### src/rtl/alu_share_pkg.sv
// alu_share_pkg
//   Shared definitions for the two-requester ALU arbiter and its ALU core:
//   - default datapath widths,
//   - FSM state encoding,
//   - ALU operation codes,
//   - a small one-hot helper for the requester id.
package alu_share_pkg;

  localparam int DATA_W_DEF  = 16;
  localparam int OP_W_DEF    = 3;
  localparam int SHAMT_W_DEF = 4;

  typedef logic [1:0] state_t;

  // FSM encoding; 2'd3 is unused and recovers to IDLE.
  localparam state_t ST_IDLE = 2'd0;
  localparam state_t ST_EXEC = 2'd1;
  localparam state_t ST_RESP = 2'd2;

  // ALU operation codes. Every 3-bit code has a defined meaning.
  localparam logic [2:0] OP_ADD = 3'd0;
  localparam logic [2:0] OP_SUB = 3'd1;
  localparam logic [2:0] OP_AND = 3'd2;
  localparam logic [2:0] OP_OR  = 3'd3;
  localparam logic [2:0] OP_SLL = 3'd4;
  localparam logic [2:0] OP_SRA = 3'd5;
  localparam logic [2:0] OP_XOR = 3'd6;
  localparam logic [2:0] OP_SRL = 3'd7;

  // Requester id (0/1) to its one-hot handshake bit.
  function automatic logic [1:0] id_onehot(input logic id);
    return id ? 2'b10 : 2'b01;
  endfunction

endpackage

### src/rtl/alu_share_arbiter_alu_core.sv
// alu_core
//   Purely combinational 16-bit ALU with shifter.
//   Ports:
//     a, b   : operands
//     op     : operation select (alu_share_pkg OP_* codes)
//     bneg   : inverts B with carry-in 1 (two's-complement negate) on the adder,
//              plain inversion for the logic ops
//     shamt  : shift amount applied to A for the shift ops
//     result : operation result
//     zero   : result == 0
//     ovf    : signed overflow of the adder (adder ops only)
//     cout   : carry out of the adder (adder ops only)
module alu_core
  import alu_share_pkg::*;
#(
  parameter int DATA_W  = DATA_W_DEF,
  parameter int OP_W    = OP_W_DEF,
  parameter int SHAMT_W = SHAMT_W_DEF
) (
  input  logic [DATA_W-1:0]  a,
  input  logic [DATA_W-1:0]  b,
  input  logic [OP_W-1:0]    op,
  input  logic               bneg,
  input  logic [SHAMT_W-1:0] shamt,
  output logic [DATA_W-1:0]  result,
  output logic               zero,
  output logic               ovf,
  output logic               cout
);

  logic              negate_s;
  logic [DATA_W-1:0] b_eff_s;
  logic [DATA_W:0]   sum_s;

  // Operation decode, adder, logic unit and shifter.
  always_comb begin
    // SUB always subtracts; bneg lets any op see an inverted B.
    negate_s = bneg | (op == OP_SUB);
    b_eff_s  = negate_s ? ~b : b;
    sum_s    = {1'b0, a} + {1'b0, b_eff_s} + {{DATA_W{1'b0}}, negate_s};
    result   = {DATA_W{1'b0}};
    ovf      = 1'b0;
    cout     = 1'b0;
    case (op)
      OP_ADD, OP_SUB: begin
        result = sum_s[DATA_W-1:0];
        cout   = sum_s[DATA_W];
        // Overflow: operands agree in sign, sum disagrees.
        ovf    = (a[DATA_W-1] == b_eff_s[DATA_W-1]) &&
                 (sum_s[DATA_W-1] != a[DATA_W-1]);
      end
      OP_AND:  result = a & b_eff_s;
      OP_OR:   result = a | b_eff_s;
      OP_XOR:  result = a ^ b_eff_s;
      OP_SLL:  result = a << shamt;
      OP_SRA:  result = $signed(a) >>> shamt;
      OP_SRL:  result = a >> shamt;
      default: result = {DATA_W{1'b0}};
    endcase
    zero = (result == {DATA_W{1'b0}});
  end

endmodule

### src/rtl/alu_share_arbiter.sv
// alu_share_arbiter
//   Shares one ALU core between two requesters with round-robin arbitration.
//   Flow: IDLE (grant + operand capture) -> EXEC (ALU on registered operands,
//   result capture) -> RESP (hold response to owner until consumed) -> IDLE.
//   Ports:
//     clk, reset             : clock, asynchronous active-high reset
//     req_valid / req_ready  : per-requester request handshake (bit i)
//     req_a/req_b            : operands, slice i per requester
//     req_op/req_bneg/req_shamt : ALU controls, slice/bit i per requester
//     resp_valid / resp_ready: per-requester response handshake (bit i)
//     resp_result/zero/ovf/cout : registered ALU result and flags
module alu_share_arbiter
  import alu_share_pkg::*;
#(
  parameter int DATA_W  = DATA_W_DEF,
  parameter int OP_W    = OP_W_DEF,
  parameter int SHAMT_W = SHAMT_W_DEF
) (
  input  logic                 clk,
  input  logic                 reset,
  input  logic [1:0]           req_valid,
  output logic [1:0]           req_ready,
  input  logic [2*DATA_W-1:0]  req_a,
  input  logic [2*DATA_W-1:0]  req_b,
  input  logic [2*OP_W-1:0]    req_op,
  input  logic [1:0]           req_bneg,
  input  logic [2*SHAMT_W-1:0] req_shamt,
  output logic [1:0]           resp_valid,
  input  logic [1:0]           resp_ready,
  output logic [DATA_W-1:0]    resp_result,
  output logic                 resp_zero,
  output logic                 resp_ovf,
  output logic                 resp_cout
);

  state_t               state_q, state_d;
  logic                 last_q, last_d;
  logic                 owner_q, owner_d;
  logic [DATA_W-1:0]    a_q, a_d;
  logic [DATA_W-1:0]    b_q, b_d;
  logic [OP_W-1:0]      op_q, op_d;
  logic                 bneg_q, bneg_d;
  logic [SHAMT_W-1:0]   shamt_q, shamt_d;
  logic [1:0]           resp_valid_q, resp_valid_d;
  logic [DATA_W-1:0]    result_q, result_d;
  logic                 zero_q, zero_d;
  logic                 ovf_q, ovf_d;
  logic                 cout_q, cout_d;

  logic                 any_valid_s;
  logic                 grant_s;
  logic [DATA_W-1:0]    alu_result_s;
  logic                 alu_zero_s;
  logic                 alu_ovf_s;
  logic                 alu_cout_s;

  // The core only ever sees the registered operands.
  alu_core #(
    .DATA_W  (DATA_W),
    .OP_W    (OP_W),
    .SHAMT_W (SHAMT_W)
  ) u_alu_core (
    .a      (a_q),
    .b      (b_q),
    .op     (op_q),
    .bneg   (bneg_q),
    .shamt  (shamt_q),
    .result (alu_result_s),
    .zero   (alu_zero_s),
    .ovf    (alu_ovf_s),
    .cout   (alu_cout_s)
  );

  // Round-robin grant: on a tie the requester not served last wins.
  always_comb begin
    any_valid_s = |req_valid;
    case (req_valid)
      2'b01:   grant_s = 1'b0;
      2'b10:   grant_s = 1'b1;
      2'b11:   grant_s = ~last_q;
      default: grant_s = 1'b0;
    endcase
    if ((state_q == ST_IDLE) && any_valid_s) begin
      req_ready = id_onehot(grant_s);
    end else begin
      req_ready = 2'b00;
    end
  end

  // FSM next state, operand capture and response capture.
  always_comb begin
    state_d      = state_q;
    last_d       = last_q;
    owner_d      = owner_q;
    a_d          = a_q;
    b_d          = b_q;
    op_d         = op_q;
    bneg_d       = bneg_q;
    shamt_d      = shamt_q;
    resp_valid_d = resp_valid_q;
    result_d     = result_q;
    zero_d       = zero_q;
    ovf_d        = ovf_q;
    cout_d       = cout_q;
    case (state_q)
      ST_IDLE: begin
        // The granted requester is always valid, so any valid means acceptance.
        if (any_valid_s) begin
          owner_d = grant_s;
          a_d     = grant_s ? req_a[2*DATA_W-1:DATA_W]      : req_a[DATA_W-1:0];
          b_d     = grant_s ? req_b[2*DATA_W-1:DATA_W]      : req_b[DATA_W-1:0];
          op_d    = grant_s ? req_op[2*OP_W-1:OP_W]         : req_op[OP_W-1:0];
          bneg_d  = grant_s ? req_bneg[1]                   : req_bneg[0];
          shamt_d = grant_s ? req_shamt[2*SHAMT_W-1:SHAMT_W] : req_shamt[SHAMT_W-1:0];
          state_d = ST_EXEC;
        end else begin
          state_d = ST_IDLE;
        end
      end
      ST_EXEC: begin
        result_d     = alu_result_s;
        zero_d       = alu_zero_s;
        ovf_d        = alu_ovf_s;
        cout_d       = alu_cout_s;
        resp_valid_d = id_onehot(owner_q);
        state_d      = ST_RESP;
      end
      ST_RESP: begin
        // Only the owner's resp_ready can release the response.
        if (resp_ready[owner_q]) begin
          resp_valid_d = 2'b00;
          last_d       = owner_q;
          state_d      = ST_IDLE;
        end else begin
          state_d = ST_RESP;
        end
      end
      default: begin
        resp_valid_d = 2'b00;
        state_d      = ST_IDLE;
      end
    endcase
  end

  // State and datapath registers; reset drops any in-flight operation.
  always_ff @(posedge clk or posedge reset) begin
    if (reset) begin
      state_q      <= ST_IDLE;
      last_q       <= 1'b1;
      owner_q      <= 1'b0;
      a_q          <= {DATA_W{1'b0}};
      b_q          <= {DATA_W{1'b0}};
      op_q         <= {OP_W{1'b0}};
      bneg_q       <= 1'b0;
      shamt_q      <= {SHAMT_W{1'b0}};
      resp_valid_q <= 2'b00;
      result_q     <= {DATA_W{1'b0}};
      zero_q       <= 1'b0;
      ovf_q        <= 1'b0;
      cout_q       <= 1'b0;
    end else begin
      state_q      <= state_d;
      last_q       <= last_d;
      owner_q      <= owner_d;
      a_q          <= a_d;
      b_q          <= b_d;
      op_q         <= op_d;
      bneg_q       <= bneg_d;
      shamt_q      <= shamt_d;
      resp_valid_q <= resp_valid_d;
      result_q     <= result_d;
      zero_q       <= zero_d;
      ovf_q        <= ovf_d;
      cout_q       <= cout_d;
    end
  end

  assign resp_valid  = resp_valid_q;
  assign resp_result = result_q;
  assign resp_zero   = zero_q;
  assign resp_ovf    = ovf_q;
  assign resp_cout   = cout_q;

endmodule

### config.mk
export PLATFORM = sky130hd
export DESIGN_NAME = alu_share_arbiter
export DESIGN_NICKNAME = d
export VERILOG_FILES = /design/src/rtl/alu_share_pkg.sv /design/src/rtl/alu_share_arbiter_alu_core.sv /design/src/rtl/alu_share_arbiter.sv
export SDC_FILE = /design/constraint.sdc
export NUM_CORES = 1
export LEC_CHECK = 0
export ABC_AREA = 1
export CORE_MARGIN = 8
export CORE_UTILIZATION = 59
export DETAILED_ROUTE_END_ITERATION = 12
export PLACE_DENSITY = 0.87
export REMOVE_ABC_BUFFERS = 1
export SLEW_MARGIN = 40
export SYNTH_ARGS = -nofsm -noshare
export SYNTH_HDL_FRONTEND = slang
export SYNTH_HIERARCHICAL = 1
export SYNTH_SLANG_ARGS = --single-unit
### constraint.sdc
create_clock -name clk -period 6.1 [get_ports clk]
set_input_delay 0.915 -clock clk [delete_from_list [all_inputs] [get_ports clk]]
set_output_delay 0.915 -clock clk [all_outputs]
set_load 0.005 [all_outputs]
==> results_dict.tcl <==
set metrics [dict create \
    drt-vias-per-instance 5.68 \
    clock_power_share_pct 8.3 \
    min-delay-start "resp_result[1]$_DFFE_PP0N_" \
    place_inst 1306 \
    switchingPower_mw 3.04 \
    relSlewSlack_pct 46.3 \
    ios 109 \
    cp.arrival_ns 3.36 \
    fin_hold_ws_ns 0.479 \
    cts_setup_buffers 0 \
    hold_buffers 0 \
    synth_cell_types 41 \
    start_util_pct 59.9 \
    total_power_mw 5.19 \
    synth_ff_type "dfrtp_1" \
    setup_viol 0 \
    synth_async_sr_flop_share_pct 100 \
    pwr-share-seq_pct 17.5 \
    drtIter0Drc 946 \
    rr_worst_depth 22 \
    finalHoldViolCount 0 \
    die_y_um 121 \
    die_x_um 121 \
    period_needed_ns 4.27 \
    netlist_area_um2 6470 \
    cp_max_fo 44 \
    die_area_um2 14600 \
    cts_resized 0 \
    critPathLaunchType "primary input" \
    grt_pass1_wl_mm 34.7 \
    dpl_cell_area_um2 7500 \
    synth_seq_cells 65 \
    syn_to_final_growth_pct 19.5 \
    grt_pass1_vias 6781 \
    syn-instance-count 1102 \
    dr.pass1.iters 7 \
    maxCapViolCount 0 \
    reg2reg_slack_ns 2.12 \
    intPower_mw 2.16 \
    rsz0062_at_grt "false" \
    hold_class "reg2reg" \
    place_ws_ns 1.74 \
    max-vdd-ir-drop_mv 0.311 \
    vias 7508 \
    cts_tree "yes" \
    synth_edf_count 0 \
    p_leak_nw 4.24 \
    root_buffer "clkbuf_8" \
    htree_levels 3 \
    grt_overflow 0 \
    yosysTopAreaCell "nand2_1" \
    final_area_um2 7730 \
    hpwl_mm 16.4 \
    cts_buffers 9 \
    ant_nets 0 \
    endpoint "req_ready[0]" \
    clock_path_buffers 2 \
    multiInputGateArea_um2 4180 \
    final_common_cell "nand2_1" \
    power.share.combinational_pct 74.2 \
    rows 38 \
    synth_area_per_cell_um2 5.87 \
    place_congestion 0.989 \
    gr-usage-all-layers_pct 29.3 \
    synth_top_area_share_pct 29.4 \
    ys_seq_area_share_pct 25.2 \
    antenna_cells 0 \
    worstMarginPinSlew_ns 0.803 \
    worst_slack_ns 1.83 \
    final_nets 1296 \
    critical_path_class "in2out" \
    grt_antenna_before_repair 0 \
    mostFrequentLayoutCells "506 x nand2_1, 165 x nand3_1, 108 x clkdlybuf4s50_1" \
    grt_max_degree 66 \
    p_sw_share_pct 58.5 \
    slew_viol_final 0 \
    ys_warn_count 6 \
    end_kind "output pin" \
    io_buffers 108 \
    worstSetupStartpoint "req_valid[1]" \
    clock_sinks 65 \
    cp_data_required_time_ns 5.18 \
    reg2reg_to "resp_zero$_DFFE_PP0N_" \
    finalClockSkew_ns 0.0145 \
    min_period_over_period_pct 70.0 \
    fmax_mhz 234 \
    final_util_pct 71.6 \
    fill_cells 1004 \
    core-area_um2 10800 \
    power.density_nw_per_um2 672 \
    drt_wl_total_mm 21.1 \
    finalNonFillerCells 1322 \
    regToRegStartpoint "op_q[2]$_DFFE_PP0P_" \
    wire_per_inst_um 16.0 \
    seq_area_um2 1630 \
    route.detailed.drc 0 \
    clk_latency_ns 0.36 \
    drive_gt1_share_pct 3.72 \
    outcome "finished clean" \
    clkSlewWorstSetupHoldPaths_ns 0.07 \
    ys_top_cells_by_area "nand2_1 29%, dfrtp_1 25%, nand3_1 13%" \
    tns_ns 0 \
]
[how the worst min path moves through the flow]
stage | slack, ns | depth (start not counted) | end
final | 0.48 | 2 | resp_result[1]$_DFFE_PP0N_
after global routing | 0.49 | 2 | resp_zero$_DFFE_PP0N_
after CTS | 0.48 | 2 | resp_result[11]$_DFFE_PP0N_
after floorplan | 0.45 | 2 | bneg_q$_DFFE_PP0P_
after detailed placement | 0.46 | 2 | resp_result[11]$_DFFE_PP0N_
after global placement | 0.46 | 2 | resp_result[14]$_DFFE_PP0N_
[power by group through the flow]
stage / combinational [mW] / sequential, mW / clock, mW
after floorplan: 2.64 / 0.836 / 0
after global placement: 3.63 / 0.894 / 0
after detailed placement: 3.72 / 0.908 / 0
after CTS: 3.74 / 0.900 / 0.432
after global routing: 4.30 / 0.934 / 0.459
final: 3.85 / 0.907 / 0.433
[worst max-delay path, stage by stage]
cell	delay (ns)
clkdlybuf4s50_1	0.85
nor2_4	0.12
nor2_8	0.49
inv_4	0.29
nor2_1	0.16
clkdlybuf4s50_1	0.52
[layout make-up]
class                      instances  area share (%)
clock buffer                      10            1.78
tap                              140            2.27
inverter                         105            5.13
clock inverter                     6            1.15
multi-input combinational        883            54.1
timing repair buffer             113            14.5
sequential                        65            21.1
[state kept, by name, indices dropped and copies added (netlist names), 2 cells and up]
register	cells
shamt_q	4
a_q	16
b_q	16
state_q	2
resp_result	16
resp_valid	2
op_q	3
[cell usage after synthesis (3+ instances only)]
library cell,instances
inv_2,8
nand2_1,506
nor3_1,7
o21ai_1,3
a21oi_1,24
dfrtp_1,64
buf_6,4
o22ai_1,4
ha_1,32
clkbuf_1,11
buf_2,26
o21ai_0,26
o211ai_1,7
nand3_1,165
nand3_2,4
xor2_1,16
nand4_1,9
o221ai_1,3
nor2_1,52
a211oi_1,3
buf_4,6
inv_1,96
[cells by family after synthesis]
kind of cell | Yosys count | share of synthesized area, %
AO/OA/AOI/OAI | 78 | 7.00
buffers and inverters | 154 | 10.3
XOR/XNOR | 16 | 2.17
adder cells (fa/ha/maj) | 33 | 6.50
flip-flops | 65 | 25.2
AND/OR/NAND/NOR | 756 | 48.9
[per-layer routing]
metal | routed length, µm | GRT usage [%]
met5 | 0 | 0
met3 | 2300 | 7.65
met4 | 605 | 9.84
met2 | 9180 | 45.2
met1 | 8990 | 39.1
Power figures use the tool's default switching activity.
